==> src/rtl/uart_tx_param.sv <==
// Bit-rate UART serialiser with a write FIFO; parity frame bit enabled by UART_TX_PARITY_EN.
// Latency: a word pushed into an idle block puts its start bit on the line two edges later.
// Backpressure: ready = !full; valid while !ready is dropped silently.

// Generic synchronous FIFO with the head word always presented on o_rd_dat.
// Latency: a pushed word is visible at the head the cycle after the push.
// Backpressure: o_wr_rdy low when full; a pop while empty is ignored.
module uart_tx_param_fifo #(
  parameter int WIDTH = 8,
  parameter int DEPTH = 4
) (
  input  logic                       i_clk,
  input  logic                       i_reset,
  input  logic                       i_wr_vld,
  input  logic [WIDTH-1:0]           i_wr_dat,
  output logic                       o_wr_rdy,
  input  logic                       i_rd_pop,
  output logic                       o_rd_vld,
  output logic [WIDTH-1:0]           o_rd_dat,
  output logic [$clog2(DEPTH+1)-1:0] o_count
);

  localparam int AW = (DEPTH > 1) ? $clog2(DEPTH) : 1;
  localparam int CW = $clog2(DEPTH + 1);

  logic [WIDTH-1:0] r_mem [DEPTH];
  logic [AW-1:0]    r_wr_ptr;
  logic [AW-1:0]    r_rd_ptr;
  logic [CW-1:0]    r_count;
  logic             w_full;
  logic             w_push;
  logic             w_pop;

  assign w_full   = (r_count == CW'(DEPTH));
  assign w_push   = i_wr_vld && !w_full;
  assign w_pop    = i_rd_pop && (r_count != '0);
  assign o_wr_rdy = !w_full;
  assign o_rd_vld = (r_count != '0);
  assign o_rd_dat = r_mem[r_rd_ptr];
  assign o_count  = r_count;

  always_ff @(posedge i_clk) begin
    if (w_push) r_mem[r_wr_ptr] <= i_wr_dat;
  end

  // DEPTH is a power of two, so the pointers wrap naturally.
  always_ff @(posedge i_clk or posedge i_reset) begin
    if (i_reset) begin
      r_wr_ptr <= '0;
      r_rd_ptr <= '0;
      r_count  <= '0;
    end else begin
      if (w_push) r_wr_ptr <= r_wr_ptr + AW'(1);
      if (w_pop)  r_rd_ptr <= r_rd_ptr + AW'(1);
      case ({w_push, w_pop})
        2'b10:   r_count <= r_count + CW'(1);
        2'b01:   r_count <= r_count - CW'(1);
        default: r_count <= r_count;
      endcase
    end
  end

endmodule

module uart_tx_param #(
  parameter int DATA_BITS  = 8,
  parameter int STOP_BITS  = 1,
  parameter int MSB_FIRST  = 0,
  parameter int FIFO_DEPTH = 4,
  parameter int PARITY_ODD = 0
) (
  input  logic                            clk_115200hz,
  input  logic                            reset,
  input  logic [DATA_BITS-1:0]            data_in,
  input  logic                            valid,
  output logic                            ready,
  output logic                            out,
  output logic                            busy,
  output logic [$clog2(FIFO_DEPTH+1)-1:0] fifo_count
);

  localparam int CW = $clog2(FIFO_DEPTH + 1);
  localparam int BW = $clog2(DATA_BITS);
  localparam logic [BW-1:0] LAST_BIT = BW'(DATA_BITS - 1);

  if (DATA_BITS < 5 || DATA_BITS > 9 || (STOP_BITS != 1 && STOP_BITS != 2) ||
      (MSB_FIRST != 0 && MSB_FIRST != 1) || (PARITY_ODD != 0 && PARITY_ODD != 1) ||
      FIFO_DEPTH < 2 || (FIFO_DEPTH & (FIFO_DEPTH - 1)) != 0) begin : g_param_err
    $error("uart_tx_param: illegal parameter combination");
  end

  typedef enum logic [2:0] {
    IDLE,
    START,
    DATA,
`ifdef UART_TX_PARITY_EN
    PARITY,
`endif
    STOP
  } state_t;

  state_t               r_state;
  logic                 r_out;
  logic [DATA_BITS-1:0] r_shift;
  logic [BW-1:0]        r_bit_cnt;
  logic                 r_stop_cnt;
`ifdef UART_TX_PARITY_EN
  logic                 r_par;
`endif

  logic                 w_fifo_vld;
  logic [DATA_BITS-1:0] w_head;
  logic [CW-1:0]        w_count;
  logic                 w_last_stop;
  logic                 w_pop;
  logic                 w_tx_bit;
  logic [DATA_BITS-1:0] w_shift_nxt;

  uart_tx_param_fifo #(
    .WIDTH (DATA_BITS),
    .DEPTH (FIFO_DEPTH)
  ) u_fifo (
    .i_clk    (clk_115200hz),
    .i_reset  (reset),
    .i_wr_vld (valid),
    .i_wr_dat (data_in),
    .o_wr_rdy (ready),
    .i_rd_pop (w_pop),
    .o_rd_vld (w_fifo_vld),
    .o_rd_dat (w_head),
    .o_count  (w_count)
  );

  assign w_last_stop = (r_stop_cnt == 1'(STOP_BITS - 1));
  assign w_pop       = w_fifo_vld &&
                       ((r_state == IDLE) || ((r_state == STOP) && w_last_stop));

  // The shift register always presents the next bit at one fixed end.
  assign w_tx_bit    = (MSB_FIRST != 0) ? r_shift[DATA_BITS-1] : r_shift[0];
  assign w_shift_nxt = (MSB_FIRST != 0) ? (r_shift << 1) : (r_shift >> 1);

  assign out        = r_out;
  assign busy       = (r_state != IDLE) || (w_count != '0);
  assign fifo_count = w_count;

  always_ff @(posedge clk_115200hz or posedge reset) begin
    if (reset) begin
      r_state    <= IDLE;
      r_out      <= 1'b1;
      r_shift    <= '0;
      r_bit_cnt  <= '0;
      r_stop_cnt <= 1'b0;
`ifdef UART_TX_PARITY_EN
      r_par      <= 1'b0;
`endif
    end else begin
      case (r_state)
        IDLE: begin
          r_out <= 1'b1;
          if (w_pop) r_state <= START;
        end
        START: begin
          r_out     <= 1'b0;
          r_bit_cnt <= '0;
          r_state   <= DATA;
        end
        DATA: begin
          r_out   <= w_tx_bit;
          r_shift <= w_shift_nxt;
          if (r_bit_cnt == LAST_BIT) begin
            r_bit_cnt  <= '0;
            r_stop_cnt <= 1'b0;
`ifdef UART_TX_PARITY_EN
            r_state    <= PARITY;
`else
            r_state    <= STOP;
`endif
          end else begin
            r_bit_cnt <= r_bit_cnt + BW'(1);
          end
        end
`ifdef UART_TX_PARITY_EN
        PARITY: begin
          r_out   <= r_par;
          r_state <= STOP;
        end
`endif
        STOP: begin
          r_out <= 1'b1;
          if (w_last_stop) begin
            r_stop_cnt <= 1'b0;
            r_state    <= w_pop ? START : IDLE;
          end else begin
            r_stop_cnt <= r_stop_cnt + 1'b1;
          end
        end
        default: begin
          r_out   <= 1'b1;
          r_state <= IDLE;
        end
      endcase
      // A pop only happens in IDLE or on the last stop cycle, never while DATA shifts.
      if (w_pop) begin
        r_shift <= w_head;
`ifdef UART_TX_PARITY_EN
        r_par   <= (^w_head) ^ (PARITY_ODD != 0);
`endif
      end
    end
  end

endmodule

==> config.mk <==
export PLATFORM = sky130hd
export DESIGN_NAME = uart_tx_param
export DESIGN_NICKNAME = d
export VERILOG_FILES = /design/src/rtl/uart_tx_param.sv
export SDC_FILE = /design/constraint.sdc
export NUM_CORES = 1
export LEC_CHECK = 0
export CORE_UTILIZATION = 45
export CTS_BUF_LIST = sky130_fd_sc_hd__clkbuf_8
export CTS_CLUSTER_SIZE = 10
export DETAILED_ROUTE_END_ITERATION = 12
export DONT_BUFFER_PORTS = 1
export PLACE_DENSITY = 0.62
export SYNTH_ARGS = -nofsm -noshare
export SYNTH_HDL_FRONTEND = slang
export SYNTH_HIERARCHICAL = 1
export SYNTH_SLANG_ARGS = --single-unit
==> constraint.sdc <==
create_clock -name clk_115200hz -period 4.79 [get_ports clk_115200hz]
set_input_delay 0.958 -clock clk_115200hz [delete_from_list [all_inputs] [get_ports clk_115200hz]]
set_output_delay 0.958 -clock clk_115200hz [all_outputs]
set_load 0.02 [all_outputs]
==> reports/metrics.csv, run 1 <==
stage,metric,value,unit
placement,routability cong.,0.7003,
detailed_routing,Remaining DRCs,0,
logic_synthesis,#FFs+latches synth,53,
worst_setup_path,CP max FO,3,
detailed_routing,drt wl/cell,16.13,um
detailed_routing,Routed WL,3533,um
logic_synthesis,multiplexer area fraction after synthesis,12.84,%
logic_synthesis,Synthesized Nets,171,
worst_setup_path,Worst Path Required,3.83,ns
hold_path,Hold/Removal Path Class,primary input to async pin,
finish,layout overhead on the synthesized area,8.037,%
finish,fill cell count,409,
sta,"Min Clock Period, post-route",2.695,ns
worst_setup_path,Setup crit end kind,primary output,
worst_setup_path,reg-to-reg startpoint,u_fifo/o_count[2],
clock_network,CTS tree,yes,
logic_synthesis,post-synthesis simple-gate area fraction,6.041,%
global_route,initial antenna violation count,0,
sta,Least-Margin Pin Slew,0.6071,ns
logic_synthesis,adder-cell share of the synthesized area,6.796,%
worst_setup_path,Crit Path Category,flip-flop to primary output,
placement,Placed Cells,211,
logic_synthesis,post-synthesis xor/xnor area fraction,2.265,%
floorplan,row cnt,25,
clock_network,root buffer cell,clkbuf_8,
floorplan,core area,4848,sq um
logic_synthesis,"Warnings, synthesis",6,
global_route,vias in the first global route,1162,
detailed_routing,vias per cell,5.164,
detailed_routing,DRT iter0 DRCs,95,
floorplan,Ports,17,
finish,Total Nets Final,174,
logic_synthesis,Post-Syn Area,2320,sq um
clock_network,postcts setup bufs,0,
logic_synthesis,"top cells by area, synth","edfxtp_1 (41%), dfrtp_1 (22%), mux4_2 (7.8%)",
clock_network,Worst-path clk slew,0.10,ns
worst_setup_path,r2r endpoint,u_fifo/o_count[2],
logic_synthesis,largest family of logic cells by synthesized area,multiplexers,
clock_network,CTS max path bufs,2,
sta,fmax,0.3710,GHz
worst_setup_path,Worst EP arrival,1.74,ns
logic_synthesis,"EDFF count, synth",32,
floorplan,Die W,73.80,um
finish,n_diodes,0,
power,static leakage,0.9821,nW
sta,final-report hold violation count,0,
logic_synthesis,Avg Inst Size Synth,15.67,sq um
logic_synthesis,Syn Inst Count,148,
placement,PortBufs,0,
global_route,first-pass GRT wire length,5782,um
worst_setup_path,r2r setup slk,2.38,ns
floorplan,die height,73.80,um
logic_synthesis,"Seq/Total Area, Yosys",64.13,%
finish,final non-filler cell total,219,
placement,detailed placer's ending HPWL,2492,um
power,maximum vdd drop,0.3552,mV
power,power density over the cells,707.7,nW/um^2
logic_synthesis,Commonest cells post-synth,"edfxtp_1 (32), dfrtp_1 (20), inv_1 (13)",
clock_network,htree depth,2,
detailed_routing,DRT Pass-1 Iters,4,
sta,Final Setup Violations,0,
floorplan,die area,5446,sq um
finish,share of cells above drive strength 1,21.05,%
floorplan,Starting Density,47.85,%
worst_setup_path,Worst setup endpoint,busy,
logic_synthesis,most used flip-flop cell after synthesis,edfxtp_1,
worst_setup_path,CP Launch Point,r_state[0],
logic_synthesis,Synth Area in Compound Gates,3.991,%
clock_network,cts bufs inserted,5,
run,max cap viols,0,
clock_network,CTS sink cnt,53,
clock_network,clock latency on the worst-skew pair,0.30,ns
global_route,"Remaining Overflow, GRT",0,
finish,final core occ,51.69,%
sta,RSZ-0062 raised after global routing,false,
clock_network,"Hold-fix buffers, CTS",0,
worst_setup_path,CP Launch Type,flip-flop,
global_route,GRT Overall Usage,14.92,%
logic_synthesis,cell with the most instances after synthesis,edfxtp_1,
logic_synthesis,top-area cell type share of the netlist area,41.42,%
detailed_routing,Final ANT Viol Nets,0,
logic_synthesis,distinct cell type count after synthesis,34,
sta,Slew Limit Fails,0,
sta,period utilization,56.27,%
sta,hold slack,0.4742,ns
global_route,largest net degree at the start of global routing,18,
run_status,outcome,"complete, no violations",
worst_setup_path,Worst Reg-to-Reg Cells,9,
sta,Final Skew,0.007294,ns
sta,setup TNS,0,ns
detailed_routing,via count of the routed design,1131,
sta,Slew HR,59.53,%
logic_synthesis,Post-synth ARST share,39.62,%
logic_synthesis,"area leader, netlist",edfxtp_1,
clock_network,Post-CTS Resized,0,
-- metal layers --
| layer | vias to the layer above | share of wire [%] | track usage (%) |
|---|---|---|---|
| met3 | 2 | 3.0 | 4.115 |
| li1 | 532 | - | - |
| met2 | 12 | 50 | 23.55 |
| met4 | 0 | 0.85 | 5.128 |
| met1 | 585 | 46 | 19.98 |
| met5 | - | 0 | 0 |
-- where the power goes --
| group | internal, mW | switching [mW] | total, mW |
|---|---|---|---|
| clock network | 0.210 | 0.146 | 0.356 |
| registers | 0.642 | 0.135 | 0.778 |
| logic | 0.312 | 0.328 | 0.640 |
| total | 1.16 | 0.609 | 1.77 |
-- sequential cells by signal, indices dropped and copies added, names as in the netlist --
| signal | cells |
|---|---|
| out | 1 |
| r_bit_cnt | 3 |
| r_shift | 8 |
| r_state | 2 |
| u_fifo/o_count | 3 |
| u_fifo/r_mem | 32 |
| u_fifo/r_rd_ptr | 2 |
| u_fifo/r_wr_ptr | 2 |
-- final cells by class --
type	count	area, sq um	share of cell area, %
multi-input combinational	77	740.7	29.56
sequential	53	1488	59.36
clock inverter	3	68.82	2.746
clock buffer	5	68.82	2.746
inverter	13	48.80	1.947
tap	67	83.83	3.345
timing repair buffer	1	7.507	0.2996
-- stage by stage --
| stage | setup WS [ns] | area [sq um] | power, mW |
|---|---|---|---|
| 6_report | 2.095 | 2506 | 1.774 |
| 5_1_grt | 1.985 | 2506 | 1.900 |
| 4_1_cts | 2.089 | 2506 | 1.795 |
| 3_5_place_dp | 2.380 | 2369 | 1.440 |
| 3_3_place_gp | 2.475 | 2369 | 1.397 |
| 2_1_floorplan | 2.364 | 2320 | 1.329 |
-- how the worst min path moves through the flow --
stage	startpoint	to	slack, ns	depth (start not counted)
after global routing	reset	u_fifo/o_count[1]	0.49	1
after CTS	reset	u_fifo/o_count[1]	0.47	1
final	reset	u_fifo/r_wr_ptr[1]	0.47	1
after global placement	r_shift[0]	out	0.48	2
after floorplan	r_shift[0]	out	0.46	2
after detailed placement	r_shift[0]	out	0.49	2
-- cells in the final DEF (no fill, tap or decap), types with 2 or more instances in the layout --
master,count
nand2_1,11
ha_1,11
bufinv_16,2
xor2_1,3
edfxtp_1,32
and3_2,4
o21ai_0,10
clkbuf_8,5
mux4_2,8
mux2i_1,8
nor2_1,2
mux2_2,2
xnor2_1,3
inv_1,13
dfrtp_1,20
-- critical path, stage by stage (launching register included) --
cell	delay [ns]
dfrtp_1	0.42
inv_1	0.11
ha_1	0.20
inv_1	0.06
or4_1	0.64
-- cell families (layout without fill, tap and decap cells) --
logic type,Yosys count,in the layout
AND/OR/NAND/NOR,25,25
buffers and inverters,18,22
AO/OA/AOI/OAI,15,15
XOR/XNOR,6,6
multiplexers,19,19
adder cells (fa/ha/maj),12,12
flip-flops,53,53
Note: power is estimated with default switching activity, not from simulation.
==> inputs of run 2 (changes only) <==
Settings changed: PLACE_DENSITY 0.62 to 0.64.
Clock period 4.79 ns to 2.2 ns, I/O delays scaled along.
==> run 2 against run 1 <==
Net effect:
- sequential cell count unchanged
- count of clock-buffer cells in the layout unchanged
- combinational power increased to 2.7 times the previous value
- largest cell class unchanged
- routed wire length increased by 2.6%
- sequential share of layout area decreased by 2.1 points
==> reports/metrics.csv, run 2 (synthesized netlist as in run 1, its figures left out) <==
stage,metric,value,unit,change
run_status,outcome,"complete, no violations",,
clock_network,htree depth,2,,unchanged
finish,Reg with most FFs,u_fifo/r_mem,,
hold_path,Hold/Removal Path Class,primary input to async pin,,
worst_setup_path,CP Launch Point,r_state[1],,
worst_setup_path,reg-to-reg startpoint,u_fifo/o_count[2],,
placement,"worst slack, placed",0.06691,ns,-2.313 ns
power,static leakage,1.025,nW,+4.4%
placement,PortBufs,0,,unchanged
floorplan,die height,73.80,um,unchanged
floorplan,Ports,17,,unchanged
worst_setup_path,Crit-path slowest cell,or4_1,,
sta,setup TNS,0,ns,unchanged
worst_setup_path,r2r endpoint,u_fifo/o_count[2],,
sta,Final Setup Violations,0,,unchanged
run,max cap viols,0,,unchanged
power,power density over the cells,1546,nW/um^2,+120%
floorplan,core area,4848,sq um,unchanged
detailed_routing,Final ANT Viol Nets,0,,unchanged
floorplan,Die W,73.80,um,unchanged
worst_setup_path,Crit Path Category,flip-flop to primary output,,
worst_setup_path,Worst Reg-to-Reg Cells,10,,+1
power,sequential power share,40.8,%,-3.0 points
placement,routability cong.,0.7256,,+3.6%
floorplan,die area,5446,sq um,unchanged
floorplan,row cnt,25,,unchanged
detailed_routing,drt wl/cell,15.90,um,-1.4%
global_route,first-pass GRT wire length,5844,um,+1.1%
detailed_routing,DRT iter0 DRCs,47,,-51%
worst_setup_path,Worst Path Required,1.76,ns,-2.07 ns
global_route,"Remaining Overflow, GRT",0,,unchanged
worst_setup_path,Critical Path Max Stage Delay,0.64,ns,about the same
sta,Least-Margin Pin Slew,0.6267,ns,+0.01961 ns
sta,"Min Clock Period, post-route",2.104,ns,
power,Logic pwr share,42.6,%,+6.5 points
clock_network,Worst-path clk slew,0.10,ns,about the same
power,Pint,2.624,mW,+130%
worst_setup_path,Setup crit end kind,primary output,,
sta,Final Skew,0.008358,ns,+0.001063 ns
finish,"commonest non-fill, non-tap cell in the layout",edfxtp_1,,
detailed_routing,DRT Pass-1 Iters,4,,unchanged
finish,n_diodes,0,,unchanged
clock_network,root buffer cell,clkbuf_8,,
sta,fmax,0.4754,GHz,
power,Clock power frac,16.6,%,-3.5 points
sta,Slew Limit Fails,0,,unchanged
power,Switching Share,34.82,%,+0.49 points
clock_network,clock latency on the worst-skew pair,0.30,ns,about the same
global_route,initial antenna violation count,0,,unchanged
global_route,GRT Overall Usage,14.87,%,-0.052 points
sta,Slew HR,58.22,%,-1.3 points
global_route,largest net degree at the start of global routing,19,,+1
worst_setup_path,CP cell instances,"inv_2, ha_4, inv_1, or4_1",,
worst_setup_path,CP Launch Type,flip-flop,,
finish,most frequent cells in the layout,"edfxtp_1 (32), dfrtp_1 (17), nand2_1 (11)",,
placement,detailed placer's ending HPWL,2521,um,+1.2%
worst_setup_path,Worst EP arrival,1.66,ns,-0.08 ns
power,Net Sw Power,1.402,mW,+130%
worst_setup_path,r2r setup slk,0.1,ns,-2.28 ns
detailed_routing,Routed WL,3625,um,+2.6%
finish,max reg flops,32,,unchanged
finish,share of cells above drive strength 1,31.68,%,+11 points
sta,final-report hold violation count,0,,unchanged
global_route,vias in the first global route,1184,,+1.9%
clock_network,CTS sink cnt,53,,unchanged
detailed_routing,via count of the routed design,1164,,+2.9%
sta,hold slack,0.06140,ns,-0.4128 ns
detailed_routing,vias per cell,5.105,,-1.1%
power,maximum vdd drop,0.6658,mV,+87%
clock_network,CTS tree,yes,,
clock_network,CTS max path bufs,2,,unchanged
finish,layout overhead on the synthesized area,12.30,%,
worst_setup_path,CP max FO,4,,+1
sta,final worst-path setup slack,0.09646,ns,-1.998 ns
finish,top flop regs,"u_fifo/r_mem (32), r_shift (8)",,
finish,Total Nets Final,183,,+5.2%
floorplan,Starting Density,47.85,%,unchanged
sta,period utilization,95.62,%,
sta,RSZ-0062 raised after global routing,false,,
detailed_routing,Remaining DRCs,0,,unchanged
clock_network,cts bufs inserted,5,,unchanged
==> run 2: cell count changes in the layout (fill, tap and decap cells not counted), sizes merged <==
cell,delta
buf,+8
bufinv,-1
dlygate4sd3,+1
inv,+1
==> run 2: worst max-delay path by stage <==
| stage | end | cells past startpoint |
|---|---|---|
| after floorplan | u_fifo/o_count[2] | 11 |
| after global placement | u_fifo/o_count[2] | 9 |
| after detailed placement | u_fifo/o_count[2] | 10 |
| after CTS | u_fifo/o_count[2] | 10 |
| after global routing | u_fifo/o_count[2] | 10 |
| final | busy | 4 |
==> run 2: power by group through the flow <==
stage               Sequential [mW]  Combinational (mW)  Clock, mW
floorplan                      1.60                1.42          0
global placement               1.66                1.58          0
detailed placement             1.68                1.64          0
CTS                            1.66                1.66      0.687
global route                   1.68                1.89      0.725
finish                         1.64                1.71      0.669
==> run 2: area by class of cell <==
type / count / area (sq um)
fillers: 398 / 2243
flip-flops and latches: 53 / 1491
multi-input cells: 77 / 787.0
well taps: 67 / 83.83
repair buffers: 10 / 77.57
clock buffers: 5 / 68.82
inverters: 13 / 48.80
clock inverters: 3 / 47.55
==> run 2: per-stage QoR <==
stage / cell area, sq um / cells / util (%) / total power [mW]
2_1_floorplan: 2362 / 148 / - / 3.017
5_1_grt: 2605 / 228 / 53.73 / 4.301
4_1_cts: 2575 / 225 / 53.11 / 4.006
6_report: 2605 / 228 / 53.73 / 4.026
3_3_place_gp: 2449 / 216 / 50.50 / 3.236
3_5_place_dp: 2449 / 216 / 50.50 / 3.326
==> run 2: routing by layer <==
metal  wire length (um)  global-route usage [%]  part of all wire [%]  vias up
met3                102                   4.938                   2.8        6
met4                 44                   4.487                   1.2        0
li1                   -                       -                     -      554
met1               1688                   19.52                    47      593
met2               1790                   23.55                    49       11
met5                  0                       0                     0        -
==> run 2: critical path: cells and delay by family (launching register included) <==
| kind | cells | cell delay [ns] |
|---|---|---|
| buffers and inverters | 2 | 0.14 |
| adder cells (fa/ha/maj) | 1 | 0.13 |
| AND/OR/NAND/NOR | 1 | 0.64 |
| flip-flops | 1 | 0.44 |
==> run 2: timing repair <==
item                                   in CTS  in global routing
setup buffers                               0                  3
resized for setup                           0                  3
setup endpoints to repair                   0                  1
endpoints found under the hold margin       7                  0
hold buffers                                1                  0
